--- src/rtl/code_lock_fsm.sv ---
// Code-lock controller: synchronised push-buttons, stored code, counted failures with
// timed lockout, and blink-driven alarm/lockout indication.
module code_lock_fsm #(
    parameter int unsigned       CODE_W         = 7,
    parameter int unsigned       MAX_TRIES      = 3,
    parameter int unsigned       LOCKOUT_CYCLES = 4096,
    parameter int unsigned       BLINK_BIT      = 8,
    parameter logic [CODE_W-1:0] DEFAULT_CODE   = '0
) (
    input  logic                           clk,
    input  logic                           rst_n,
    input  logic [CODE_W-1:0]              code_in,
    input  logic                           set_btn,
    input  logic                           check_btn,
    output logic                           unlocked,
    output logic                           alarm_led,
    output logic [2:0]                     state,
    output logic [$clog2(MAX_TRIES+1)-1:0] tries_left,
    output logic                           locked_out
);

    localparam int unsigned TRY_W = $clog2(MAX_TRIES + 1);
    localparam int unsigned TMR_W = $clog2(LOCKOUT_CYCLES + 1);
    localparam int unsigned BLK_W = BLINK_BIT + 1;

    typedef enum logic [2:0] {
        ST_IDLE      = 3'b000,
        ST_SET_AWAIT = 3'b001,
        ST_OPENED    = 3'b010,
        ST_ALARM     = 3'b011,
        ST_INPUT     = 3'b100,
        ST_LOCKOUT   = 3'b101
    } state_t;

    state_t             r_state;
    logic [CODE_W-1:0]  r_code;
    logic [TRY_W-1:0]   r_tries;
    logic [TMR_W-1:0]   r_timer;
    logic [BLK_W-1:0]   r_blink;
    logic [1:0]         r_chk_sync;
    logic [1:0]         r_set_sync;
    logic               r_chk_hist;
    logic               r_set_hist;

    logic               w_chk;
    logic               w_set;

    // One-cycle press pulses on the synchronised falling edge.
    assign w_chk = r_chk_hist & ~r_chk_sync[1];
    assign w_set = r_set_hist & ~r_set_sync[1];

    always_ff @(posedge clk) begin
        if (!rst_n) begin
            r_state    <= ST_IDLE;
            r_code     <= DEFAULT_CODE;
            r_tries    <= TRY_W'(MAX_TRIES);
            r_timer    <= '0;
            r_blink    <= '0;
            r_chk_sync <= 2'b11;
            r_set_sync <= 2'b11;
            r_chk_hist <= 1'b1;
            r_set_hist <= 1'b1;
        end else begin
            r_chk_sync <= {r_chk_sync[0], check_btn};
            r_set_sync <= {r_set_sync[0], set_btn};
            r_chk_hist <= r_chk_sync[1];
            r_set_hist <= r_set_sync[1];
            r_blink    <= r_blink + BLK_W'(1);

            // Check presses take priority over set presses in every state.
            case (r_state)
                ST_IDLE: begin
                    if (w_chk) r_state <= ST_INPUT;
                end
                ST_INPUT: begin
                    if (w_chk) begin
                        if (code_in == r_code) begin
                            r_state <= ST_OPENED;
                            r_tries <= TRY_W'(MAX_TRIES);
                        end else if (r_tries <= TRY_W'(1)) begin
                            r_state <= ST_LOCKOUT;
                            r_tries <= '0;
                            r_timer <= TMR_W'(LOCKOUT_CYCLES - 1);
                        end else begin
                            r_state <= ST_ALARM;
                            r_tries <= r_tries - TRY_W'(1);
                        end
                    end else if (w_set) begin
                        r_state <= ST_IDLE;
                    end
                end
                ST_OPENED: begin
                    if (w_chk)      r_state <= ST_IDLE;
                    else if (w_set) r_state <= ST_SET_AWAIT;
                end
                ST_SET_AWAIT: begin
                    if (w_chk) begin
                        r_state <= ST_IDLE;
                    end else if (w_set) begin
                        r_code  <= code_in;
                        r_state <= ST_IDLE;
                    end
                end
                ST_ALARM: begin
                    if (w_chk) r_state <= ST_IDLE;
                end
                ST_LOCKOUT: begin
                    if (r_timer == '0) begin
                        r_state <= ST_IDLE;
                        r_tries <= TRY_W'(MAX_TRIES);
                    end else begin
                        r_timer <= r_timer - TMR_W'(1);
                    end
                end
                default: r_state <= ST_IDLE;
            endcase
        end
    end

    assign state      = r_state;
    assign tries_left = r_tries;
    assign unlocked   = (r_state == ST_OPENED);
    assign locked_out = (r_state == ST_LOCKOUT);
    assign alarm_led  = (r_state == ST_ALARM)   ? r_blink[BLINK_BIT]   :
                        (r_state == ST_LOCKOUT) ? r_blink[BLINK_BIT-1] : 1'b0;

endmodule

--- config.mk ---
export PLATFORM = sky130hd
export DESIGN_NAME = code_lock_fsm
export DESIGN_NICKNAME = d
export VERILOG_FILES = /design/src/rtl/code_lock_fsm.sv
export SDC_FILE = /design/constraint.sdc
export NUM_CORES = 1
export LEC_CHECK = 0
export ABC_AREA = 1
export BUFFER_PORTS_ARGS = -buffer_cell sky130_fd_sc_hd__buf_4
export CAP_MARGIN = 40
export CELL_PAD_IN_SITES_DETAIL_PLACEMENT = 2
export CELL_PAD_IN_SITES_GLOBAL_PLACEMENT = 2
export CORE_UTILIZATION = 33
export CTS_CLUSTER_DIAMETER = 40
export CTS_CLUSTER_SIZE = 16
export DETAILED_ROUTE_END_ITERATION = 6
export GPL_TIMING_DRIVEN = 0
export PLACE_DENSITY_LB_ADDON = 0.1
export SYNTH_ARGS = -nofsm -noshare
export SYNTH_HDL_FRONTEND = slang
export SYNTH_SLANG_ARGS = --single-unit
--- constraint.sdc ---
create_clock -name clk -period 2.1 [get_ports clk]
set_clock_uncertainty 0.2 [all_clocks]
set_input_delay 0.105 -clock clk [delete_from_list [all_inputs] [get_ports clk]]
set_output_delay 0.105 -clock clk [all_outputs]
set_load 0.05 [all_outputs]
* Word-level counts from Yosys, hierarchy flattened
Index checks and enable logic that the tools add are counted.
** Operators by class
- Add/subtract/negate cells :: 3
- Magnitude comparators :: 1
- Equality and inequality tests :: 14
- Multiplexer cells :: 23
- Bitwise logic cells :: 5
- Reductions and logical operators :: 7
** Operators with widths (number)
- two-way mux 13 bit :: 4
- two-way mux 3 bit :: 10
- case mux 13 bit (2 select lines) :: 1
- case mux 3 bit (6 select lines) :: 1
- logical NOT 13 bit :: 1
- subtractor 13 x 1 -> 13 bit, second input constant :: 1
- != test 2 bit, second input constant :: 6
- adder 9 x 1 -> 9 bit, second input constant :: 1
- two-way mux 2 bit :: 4
- equality test 7 bit :: 1
- equality test 3 x 2 -> 1 bit, second input constant :: 2
- equality test 3 bit, second input constant :: 2
- AND reduction 3 bit :: 2
- AND reduction 5 bit :: 1
- case mux 2 bit (2 select lines) :: 1
- AND reduction 4 bit :: 1
- equality test 3 x 1 -> 1 bit, second input constant :: 1
- logical NOT 3 bit :: 1
- != test 3 x 1 -> 1 bit, second input constant :: 1
- inverter 1 bit :: 3
- AND 1 bit :: 2
- less-or-equal comparator 2 x 1 -> 1 bit, second input constant :: 1
- two-way mux 1 bit :: 2
- != test 2 x 1 -> 1 bit, second input constant :: 1
- 2 further kinds :: 2
** Storage, ports and cells
- Flip-flop bits (word level) :: 40
- Input bits :: 11
- Output and inout port bits :: 8

* Longest topological paths before layout
Gate-level depths: netlist (run 1).
- Word-level depth :: 5
- Mapped depth :: 12

* Worst setup path after synthesis (run 1)
Ideal clock, no wire load.
- Path type :: register to output
- From :: register r_state[0], in the netlist state[0]
- To :: output port alarm_led
- Data arrival time :: 2101 ps
- Setup slack :: -306 ps
- Cell stages (with the launch flop) :: 3
- Path through :: dfxtp_1 -> nand2_1 -> o32ai_1
** Between the ends
- Longest elaborated chain between the ends :: 3
- Elaborated cells between the ends (all ways) :: 4
** Ends and longest elaborated chain
- start: declaration :: RTL line 35 : state_t r_state;
- start signal: assignment :: RTL line 54 : r_state <= ST_IDLE;
- start signal: assignment :: RTL line 73 : if (w_chk) r_state <= ST_INPUT;
- start signal: assignment :: RTL line 78 : r_state <= ST_OPENED;
- equality test 3 bit :: RTL line 125 : (r_state == ST_LOCKOUT) ? r_blink[BLINK_BIT-1] : 1'b0;
- two-way mux 1 bit :: RTL line 125
- two-way mux 1 bit * :: RTL line 124 : assign alarm_led = (r_state == ST_ALARM) ? r_blink[BLINK_BIT] :
- end: declaration :: RTL line 16 : output logic alarm_led,
Mark *: on every way between the ends. The rest lies on a longest branch, timed or not.

* Final worst setup path (run 1)
- From :: register r_timer[0]
- To :: register r_timer[10]
** Between the ends
- Longest elaborated chain between the ends :: 3
- Elaborated cells between the ends (all ways) :: 6
** Ends and longest elaborated chain
- start: declaration :: RTL line 38 : logic [TMR_W-1:0] r_timer;
- start signal: assignment :: RTL line 83 : r_timer <= TMR_W'(LOCKOUT_CYCLES - 1);
- start signal: assignment :: RTL line 112 : r_timer <= r_timer - TMR_W'(1);
- subtractor 13 x 1 -> 13 bit / logical NOT 13 bit (equally long branches) :: RTL line 112, 108
- two-way mux 13 bit / != test 2 bit (equally long branches)
- case mux 13 bit (2 select lines) / AND reduction 5 bit (equally long branches)
Parallel ways exist; a longest one is shown, timed or not. The select of a mux whose other input is x is not followed.
A chain may end at the register's enable or synchronous reset.

==> results of run 1 <==
[flip-flops by register name (all words and copies together) (netlist names)]
| register | flops |
|---|---|
| r_blink | 9 |
| r_code | 7 |
| r_set_hist | 1 |
| r_set_sync | 2 |
| tries_left | 2 |
| state | 3 |
| r_chk_hist | 1 |
| r_chk_sync | 2 |
| r_timer | 13 |
[cell type report]
class                           instances  area (sq um)
Fill cell                             725          3440
Multi-Input combinational cell        201          1020
Sequential cell                        40           803
Timing Repair Buffer                   28           235
Inverter                               47           179
Tap cell                               75          93.8
Clock buffer                            6          72.6
Buffer                                  7          45.0
Clock inverter                          2          35.0
[cells by family (layout without fill, tap and decap cells)]
logic type | count (synthesis) | count (layout)
fa+ha+maj | 3 | 3
buf+inv | 54 | 90
xor+xnor | 5 | 5
simple gates | 153 | 153
compound gates | 40 | 40
flops | 40 | 40
[cells in the final DEF, fill, tap and decap left out, types with 5 or more instances in the layout]
cell | netlist | final
clkbuf_1 | 4 | 5
nand3_1 | 21 | 21
nand4_1 | 5 | 5
clkbuf_8 | 0 | 5
dfxtp_1 | 40 | 38
a31oi_1 | 5 | 5
buf_4 | 1 | 19
a21oi_1 | 14 | 14
nor2_1 | 40 | 40
dlygate4sd3_1 | 0 | 10
inv_1 | 42 | 42
o21ai_1 | 5 | 5
nand2_1 | 65 | 65
o21ai_0 | 13 | 13
[power by group]
| part | switching, mW | internal [mW] |
|---|---|---|
| logic | 0.0699 | 0.0509 |
| registers | 0.00911 | 0.770 |
| clock network | 0.291 | 0.353 |
| total | 0.370 | 1.17 |
[worst max path at each step]
stage,from,to,slack [ps],depth (start not counted)
floorplan,state[2],alarm_led,-40,6
detailed placement,r_timer[0],r_timer[10],190,9
global placement,r_timer[0],r_timer[10],230,9
finish,r_timer[0],r_timer[10],150,9
CTS,state[2],alarm_led,20,7
global route,r_timer[0],r_timer[10],30,9
[layer usage]
| metal | global-route usage | share of wire | vias to the layer above |
|---|---|---|---|
| met5 | 0 | 0 | - |
| met4 | 0.0536 | 0.012 | 0 |
| met3 | 0.0375 | 0.018 | 6 |
| met2 | 0.358 | 0.50 | 16 |
| met1 | 0.247 | 0.47 | 960 |
| li1 | - | - | 1001 |
[repair_timing]
item / CTS / global route
hold endpoints to repair: 9 / 0
setup endpoints to repair: 0 / 1
setup buffers: 0 / 0
resized for setup: 0 / 1
hold buffers: 10 / 0
[worst register-to-register path, delay by kind of cell, from the launching register on]
kind	cells	cell delay, ps
and+or+nand+nor	3	580
DFF	1	340
AOI/OAI and AO/OA	2	290
buffers and inverters	3	230
adders and majority gates	1	200
[cell usage after synthesis, drive strengths merged]
| library cell | instances |
|---|---|
| ha | 3 |
| clkbuf | 4 |
| xor2 | 1 |
| o32ai | 1 |
| o21ai | 18 |
| o21a | 1 |
| inv | 47 |
| nor3 | 4 |
| nand4 | 6 |
| dfxtp | 40 |
| nor3b | 2 |
| nand3 | 22 |
| xnor2 | 4 |
| a21oi | 14 |
| o21bai | 1 |
| a31oi | 5 |
| nand3b | 3 |
| nand2 | 67 |
| nor2 | 45 |
| or2 | 4 |
| buf | 3 |
==> out/metrics.csv, run 1 <==
stage,metric,value,unit
sta,fmax,514,MHz
sta,fin_crit_sh,0.927,
drt,wl_per_cell,14.5,microns
placement,numPortBuffers,18,
worst_setup_path,critPathMaxFanout,6,
global_routing,grt_max_degree,13,
yosys,synthSimpleGateAreaFrac,0.349,
global_routing,antenna_found_initial,0,
yosys,syn_area_per_cell,6.88,sq um
cts,cts_root_buffer,clkbuf_8,
worst_setup_path,cp_common_cell,inv_1,
worst_setup_path,cp.arrival,1950,ps
worst_setup_path,crit_chain,inv_2 > ha_1 > nand2_1 > nor2_1 > inv_1 > nor3_1 > a21oi_1 > o21ai_1 > inv_1,
cts,htreeDepth,2,
yosys,synthesis.area,2030,sq um
sta,grt_setup_unrepaired,false,
layout,diodes,0,
yosys,synthMuxAreaShare,0,
sta,hold_slack,228,ps
worst_setup_path,worstSetupPathType,flop to flop,
worst_setup_path,end_kind,flop,
worst_setup_path,path_buf_inv,3,
hold_path,whs_path_depth,2,
sta,tns,0,ps
yosys,yosys_warnings,0,
yosys,synth_area_leaders,"dfxtp_1 39%, nand2_1 12%, inv_1 7.8%",
power,leakage,1.24,nW
cts,clock_latency,300,ps
sta,fin_ws,153,ps
global_routing,track_usage,0.202,
layout,fin_area,2480,sq um
hold_path,min_to,r_set_hist,
worst_setup_path,crit_family,simple AND/OR/NAND/NOR gates,
global_routing,grt_pass1_vias,2065,
cts,numCtsBuffers,5,
yosys,synth-compound-area-share,0.106,
worst_setup_path,rrSetupSlack,150,ps
layout,final_util,0.419,
yosys,synth_top_family_by_area,simple AND/OR/NAND/NOR gates,
sta,post-route-min-period,1950,ps
drt,vias,1983,
worst_setup_path,r2r_cells,9,
yosys,synth-xor-area-share,0.0216,
hold_path,min_path_type,flop to flop,
power,ir_worst_vdd,0.371,mV
worst_setup_path,r2r_start,r_timer[0],
placement,dp_hpwl,4330,microns
die,die_w,80.4,microns
placement,globalplace.congestion,0.734,
cts,clk_path_buf_depth,2,
worst_setup_path,worst_r2r_endpoint,r_timer[10],
layout,drive_gt1_frac,0.154,
global_routing,grt_pass1_wl,9780,microns
yosys,synth_cell_types,32,
yosys,synth_seq_cells,40,
drt,ant_nets,0,
placement,dp_slack,187,ps
drt,initialDrtViolationCount,36,
sta,worst_pin_slew,638,ps
drt,drc,0,
layout,syn_to_final_growth,22.3,%
worst_setup_path,startpoint_type,flop,
yosys,synth_cells,295,
hold_path,hold_start,r_set_sync[1],
power,p_per_area,622,nW/um^2
global_routing,gr-total-overflow,0,
yosys,synth_top_area_share,0.395,
cts,clk_pin_slew,90,ps
worst_setup_path,cp_slowest_cell,dfxtp_1,
cts,cts.sinks,40,
cts,cts_tree,done,
power,fin_total_pwr,1.54,mW
outcome,run_status,completed,
drt,totalWireLength,5900,microns
die,dieArea,6470,sq um
yosys,syn_nets,309,
yosys,yosysSeqAreaShare,0.395,
die,dieHeight,80.4,microns
drt,drtPass1Iterations,4,
sta,setup_violations,0,
layout,final_cells,406,
placement,place_area,2270,sq um
flow_run,maxCapViolCount,0,
sta,finalMaxSlewViolations,0,
sta,hold_viol,0,
layout,fin_nets,344,
sta,maxSlewHeadroom,0.575,
die,core.rowCount,28,
yosys,synthAdderAreaFrac,0.0185,
yosys,synth_top_cell_by_area,dfxtp_1,
die,ios,19,
placement,place_inst,388,
die,core,5920,sq um
drt,via_per_inst,4.88,
worst_setup_path,critical_path.max_stage_delay,340,ps
worst_setup_path,worstPathRequired,2100,ps
die,start_util,0.343,
Power figures use the tool's default switching activity.
==> run 2, diff against run 1 <==
--- a/config.mk
+++ b/config.mk
@@ -10,7 +10,7 @@
 export CAP_MARGIN = 40
 export CELL_PAD_IN_SITES_DETAIL_PLACEMENT = 2
 export CELL_PAD_IN_SITES_GLOBAL_PLACEMENT = 2
-export CORE_UTILIZATION = 33
+export CORE_UTILIZATION = 29
 export CTS_CLUSTER_DIAMETER = 40
 export CTS_CLUSTER_SIZE = 16
 export DETAILED_ROUTE_END_ITERATION = 6
==> constraint.sdc (replaced) <==
create_clock -name clk -period 1.6 [get_ports clk]
set_clock_uncertainty 0.2 [all_clocks]
set_input_delay 0.08 -clock clk [delete_from_list [all_inputs] [get_ports clk]]
set_output_delay 0.08 -clock clk [all_outputs]
set_load 0.05 [all_outputs]
==> run 2 against run 1 <==
  * The flow now finishes with violations (negative setup slack)
  * Power rose by 39%
  * Utilization rose by 4.2 points
  * Setup slack got worse by 300 ps
  * First-iteration DRC count grew 64%
  * Sequential power rose by 31%
==> out/metrics.csv, run 2 (synthesized netlist as in run 1, its figures left out) <==
stage,metric,value,unit
layout,reg.largest.list,"r_timer x13, r_blink x9, r_code x7",
layout,final_cells,460,
sta,worst_pin_slew,740,ps
layout,final_common_cell,nand2_1,
placement,globalplace.congestion,0.738,
hold_path,min_to,r_blink[7],
worst_setup_path,worstPathRequired,1640,ps
global_routing,antenna_found_initial,0,
placement,numPortBuffers,18,
drt,wl_per_cell,17.2,microns
cts,cts_root_buffer,clkbuf_8,
hold_path,hold_start,rst_n,
layout,most-common-layout-cells,"50 x nand2_1, 44 x buf_4, 33 x inv_1",
worst_setup_path,critPathMaxFanout,5,
hold_path,min_path_type,input pin to flop,
worst_setup_path,startpoint_type,flop,
drt,vias,2209,
power,p_comb_frac,0.098,
flow_run,maxCapViolCount,0,
cts,htreeDepth,2,
sta,maxSlewHeadroom,0.507,
die,dieHeight,85.7,microns
worst_setup_path,r2r_cells,9,
layout,largest-register,r_timer,
worst_setup_path,r2r_start,r_timer[0],
die,dieArea,7340,sq um
drt,drtPass1Iterations,4,
die,core,6790,sq um
sta,finalMaxSlewViolations,0,
power,leakage,1.50,nW
placement,dp_slack,-402,ps
drt,totalWireLength,7900,microns
layout,fin_nets,377,
layout,largest_reg_flops,13,
drt,ant_nets,0,
worst_setup_path,rrSetupSlack,-150,ps
sta,grt_setup_unrepaired,true,
cts,clock_latency,320,ps
power,p_per_area,687,nW/um^2
die,start_util,0.299,
die,core.rowCount,30,
drt,initialDrtViolationCount,59,
hold_path,whs_path_depth,3,
cts,clk_pin_slew,100,ps
worst_setup_path,worstSetupPathType,flop to flop,
worst_setup_path,end_kind,flop,
global_routing,track_usage,0.203,
power,ir_worst_vdd,0.544,mV
placement,dp_hpwl,4410,microns
worst_setup_path,worst_r2r_endpoint,r_timer[12],
sta,fin_crit_sh,1.09,
sta,setup_violations,20,
die,ios,19,
drt,drc,0,
layout,nFillCells,768,
cts,clk_path_buf_depth,2,
layout,diodes,0,
power,p_switching,586,uW
power,p_int,1.57,mW
power,swShare,0.272,
sta,fin_ws,-149,ps
sta,hold_slack,13.0,ps
global_routing,gr-total-overflow,0,
power,sequentialPowerShare,0.473,
cts,numCtsBuffers,5,
placement,place_inst,409,
layout,drive_gt1_frac,0.429,
cts,cts.sinks,40,
sta,hold_viol,0,
global_routing,grt_pass1_vias,2365,
cts,cts_tree,done,
sta,post-route-min-period,1750,ps
outcome,run_status,finished with violations,
outcome,violations,negative setup slack,
global_routing,grt_pass1_wl,11500,microns
sta,fmax,572,MHz
die,die_w,85.7,microns
power,p_clk_frac,0.429,
worst_setup_path,cp.arrival,1790,ps
drt,via_per_inst,4.80,
layout,syn_to_final_growth,54.6,%
global_routing,grt_max_degree,15,
power,fin_total_pwr,2.15,mW
## run 2: power groups by stage
stage	Clock, mW	Sequential, mW	Combinational (mW)
2_1_floorplan	0	1.05	0.0752
3_3_place_gp	0	1.04	0.138
3_5_place_dp	0	1.04	0.142
4_1_cts	0.917	1.02	0.184
5_1_grt	0.979	1.02	0.231
6_report	0.924	1.02	0.211
## run 2: cell type report
class | count | area [sq um] | area share
Sequential cell | 40 | 832 | 0.265
Clock buffer | 5 | 68.8 | 0.0219
Tap cell | 96 | 120 | 0.0383
Buffer | 7 | 67.6 | 0.0215
Timing Repair Buffer | 61 | 538 | 0.172
Clock inverter | 3 | 47.5 | 0.0152
Inverter | 47 | 196 | 0.0626
Multi-Input combinational cell | 201 | 1270 | 0.404
## run 2: critical path, stage by stage, from the launching register on
cell and delay (ps):
dfxtp_2 360, inv_4 80, buf_4 130, ha_4 140, nand2_4 80, nor3_2 220, xnor2_1 110, nor2_1 140
nand2_1 80, a21oi_1 140
## run 2: worst max-delay path by stage
stage / startpoint / endpoint / slack, ps / cells after the start
2_1_floorplan: state[1] / state[2] / -240 / 9
3_3_place_gp: r_timer[0] / r_timer[10] / -330 / 9
3_5_place_dp: r_timer[0] / r_timer[10] / -400 / 9
4_1_cts: r_timer[5] / r_timer[10] / -70 / 11
5_1_grt: r_timer[9] / r_timer[8] / -210 / 11
6_report: r_timer[0] / r_timer[12] / -150 / 9
## run 2: timing repair
action	4_1_cts	5_1_grt
cloned	1	0
setup buffers	19	13
setup endpoints to repair	27	27
gates resized for setup	62	48
endpoints found under the hold margin	10	0
pin swaps	25	19
hold buffers	10	0
## run 2: through the flow
stage	instance area, sq um	setup TNS, ps	utilization
5_1_grt	3140	-3500	0.462
2_1_floorplan	2070	-1940	-
6_report	3140	-1650	0.462
4_1_cts	2890	-695	0.425
3_5_place_dp	2330	-2920	0.342
3_3_place_gp	2330	-1970	0.342
## run 2: routing by layer
layer	up-vias	global-route usage	part of all wire	wire length, microns
met5	-	0	0	0
met4	0	0.0712	0.018	142
met3	12	0.0289	0.021	169
met2	29	0.361	0.53	4190
met1	1103	0.249	0.43	3400
li1	1065	-	-	-
==> run 3, diff against run 2 <==
--- a/config.mk
+++ b/config.mk
@@ -10,7 +10,7 @@
 export CAP_MARGIN = 40
 export CELL_PAD_IN_SITES_DETAIL_PLACEMENT = 2
 export CELL_PAD_IN_SITES_GLOBAL_PLACEMENT = 2
-export CORE_UTILIZATION = 29
+export CORE_UTILIZATION = 33
 export CTS_CLUSTER_DIAMETER = 40
 export CTS_CLUSTER_SIZE = 16
 export DETAILED_ROUTE_END_ITERATION = 6
==> constraint.sdc (replaced) <==
create_clock -name clk -period 2 [get_ports clk]
set_clock_uncertainty 0.2 [all_clocks]
set_input_delay 0.1 -clock clk [delete_from_list [all_inputs] [get_ports clk]]
set_output_delay 0.1 -clock clk [all_outputs]
set_load 0.05 [all_outputs]
==> run 3 against run 2 <==
  * The run now ends clean
  * Combinational power is 39% lower
  * Die area is 12% lower
  * Global-route usage is 1.1 points higher
  * Critical endpoint is now alarm_led
  * Wire length is 23% lower
  * Cell count is 12% lower
  * Worst hold slack better by 210 ps
  * Critical path depth is 2 lower
  * Final area is 20% lower
  * Utilization is 3.6 points lower
  * Register-to-register slack better by 320 ps
  * Largest power group unchanged
==> out/metrics.csv, run 3 (synthesized netlist as in run 1, its figures left out) <==
stage,metric,value,unit
layout,seqCellArea,805,sq um
worst_setup_path,cp.arrival,1570,ps
die,dieHeight,80.4,microns
layout,largest_reg_flops,13,
sta,grt_setup_unrepaired,false,
cts,clk_pin_slew,90,ps
drt,initialDrtViolationCount,25,
worst_setup_path,cp_slowest_cell,dfxtp_2,
drt,via_per_inst,4.91,
worst_setup_path,startpoint_type,flop,
global_routing,grt_max_degree,13,
global_routing,antenna_found_initial,0,
outcome,run_status,completed,
worst_setup_path,r2r_start,r_timer[0],
die,core.rowCount,28,
cts,cts_root_buffer,clkbuf_8,
layout,largest-register,r_timer,
sta,finalMaxSlewViolations,0,
drt,ant_nets,0,
worst_setup_path,r2r_cells,10,
drt,drc,0,
sta,tns,0,ps
cts,clock_latency,300,ps
layout,nFillCells,706,
flow_run,maxCapViolCount,0,
layout,fin_nets,344,
hold_path,whs_path_depth,1,
layout,reg.largest.list,"r_timer x13, r_blink x9, r_code x7",
layout,most-common-layout-cells,"63 x nand2_1, 42 x inv_1, 39 x nor2_1",
cts,clk_path_buf_depth,2,
worst_setup_path,worst_r2r_endpoint,r_timer[10],
hold_path,min_to,r_set_sync[1],
power,ir_worst_vdd,0.435,mV
sta,maxSlewHeadroom,0.581,
placement,dp_hpwl,4400,microns
sta,worst_pin_slew,628,ps
die,die_w,80.4,microns
sta,hold_slack,224,ps
hold_path,hold_start,r_set_sync[0],
placement,globalplace.congestion,0.769,
sta,setup_violations,0,
global_routing,gr-total-overflow,0,
sta,fin_crit_sh,0.933,
global_routing,grt_pass1_wl,10400,microns
worst_setup_path,rrSetupSlack,170,ps
placement,numPortBuffers,18,
layout,multi_input_area,1030,sq um
worst_setup_path,worstPathRequired,1700,ps
layout,diodes,0,
worst_setup_path,worstSetupPathType,flop to output port,
layout,syn_to_final_growth,24.1,%
die,core,5920,sq um
worst_setup_path,critPathMaxFanout,4,
layout,drive_gt1_frac,0.172,
sta,post-route-min-period,1870,ps
drt,totalWireLength,6120,microns
power,p_per_area,674,nW/um^2
layout,final_common_cell,nand2_1,
die,ios,19,
cts,cts.sinks,40,
die,dieArea,6470,sq um
global_routing,track_usage,0.214,
worst_setup_path,end_kind,output port,
sta,fmax,536,MHz
sta,hold_viol,0,
die,start_util,0.343,
hold_path,min_path_type,flop to flop,
worst_setup_path,critical_path.max_stage_delay,410,ps
power,leakage,1.26,nW
cts,numCtsBuffers,5,
drt,drtPass1Iterations,4,
placement,dp_slack,28.8,ps
drt,vias,1994,
global_routing,grt_pass1_vias,2186,
worst_setup_path,crit_chain,inv_2 > nor2_2 > inv_2 > nor2_8 > inv_1 > o32ai_2 > buf_4,
cts,htreeDepth,2,
drt,wl_per_cell,15.1,microns
sta,fin_ws,133,ps
worst_setup_path,cp_common_cell,inv_2,
cts,cts_tree,done,
run 3: cell count changes in the layout (fill, tap and decap cells not counted), moves of 9 or more:
cell / change
nand2_1: +13
nand2_2: -9
dfxtp_2: -13
inv_1: +9
dfxtp_1: +16
nor2_1: +12
buf_4: -26
run 3: through the flow:
stage | area, sq um | std cells | total power, mW | util
floorplan | 2050 | 295 | 0.903 | -
global placement | 2280 | 388 | 0.945 | 0.384
detailed placement | 2280 | 388 | 0.950 | 0.384
CTS | 2510 | 406 | 1.71 | 0.424
global route | 2520 | 406 | 1.77 | 0.425
finish | 2520 | 406 | 1.70 | 0.425
run 3: what timing repair did:
item                                    in CTS  in global routing
hold buffers                                10                  0
setup buffers                                0                  0
gates resized for setup                      1                  4
endpoints found under the setup margin       1                  8
cloned                                       0                  0
hold endpoints to repair                     9                  0
run 3: how the worst max path moves through the flow:
stage | end | start | slack (ps) | cells after the start
floorplan | state[2] | state[1] | 50 | 9
global placement | r_timer[10] | r_timer[0] | 100 | 9
detailed placement | r_timer[10] | r_timer[0] | 30 | 9
CTS | r_timer[11] | r_timer[2] | 80 | 8
global route | r_timer[10] | r_timer[0] | 10 | 9
finish | alarm_led | state[2] | 130 | 7
run 3: metal layers:
| layer | global-route usage | share of wire |
|---|---|---|
| met1 | 0.254 | 0.47 |
| met2 | 0.389 | 0.50 |
| met3 | 0.0375 | 0.019 |
| met4 | 0.0625 | 0.015 |
| met5 | 0 | 0 |
run 3: cell type report:
cell class                 count  share of cell area
tap                           75              0.0373
sequential                    40               0.319
timing repair buffer          28              0.0934
multi-input combinational    201               0.409
clock inverter                 1              0.0119
clock buffer                   7              0.0383
buffer                         7              0.0194
inverter                      47              0.0710
run 3: report_power, final:
| group | internal, mW | switching (mW) | leakage (nW) |
|---|---|---|---|
| sequential | 0.809 | 0.00962 | 0.326 |
| clock | 0.441 | 0.310 | 0.0645 |
| combinational | 0.0535 | 0.0745 | 0.868 |
| total | 1.30 | 0.394 | 1.26 |
run 3: worst max-delay path, delay by kind of cell, from the launching register on:
kind / cells / cell delay (ps)
buffers and inverters: 4 / 500
AOI/OAI and AO/OA: 1 / 130
and+or+nand+nor: 2 / 230
DFF: 1 / 410
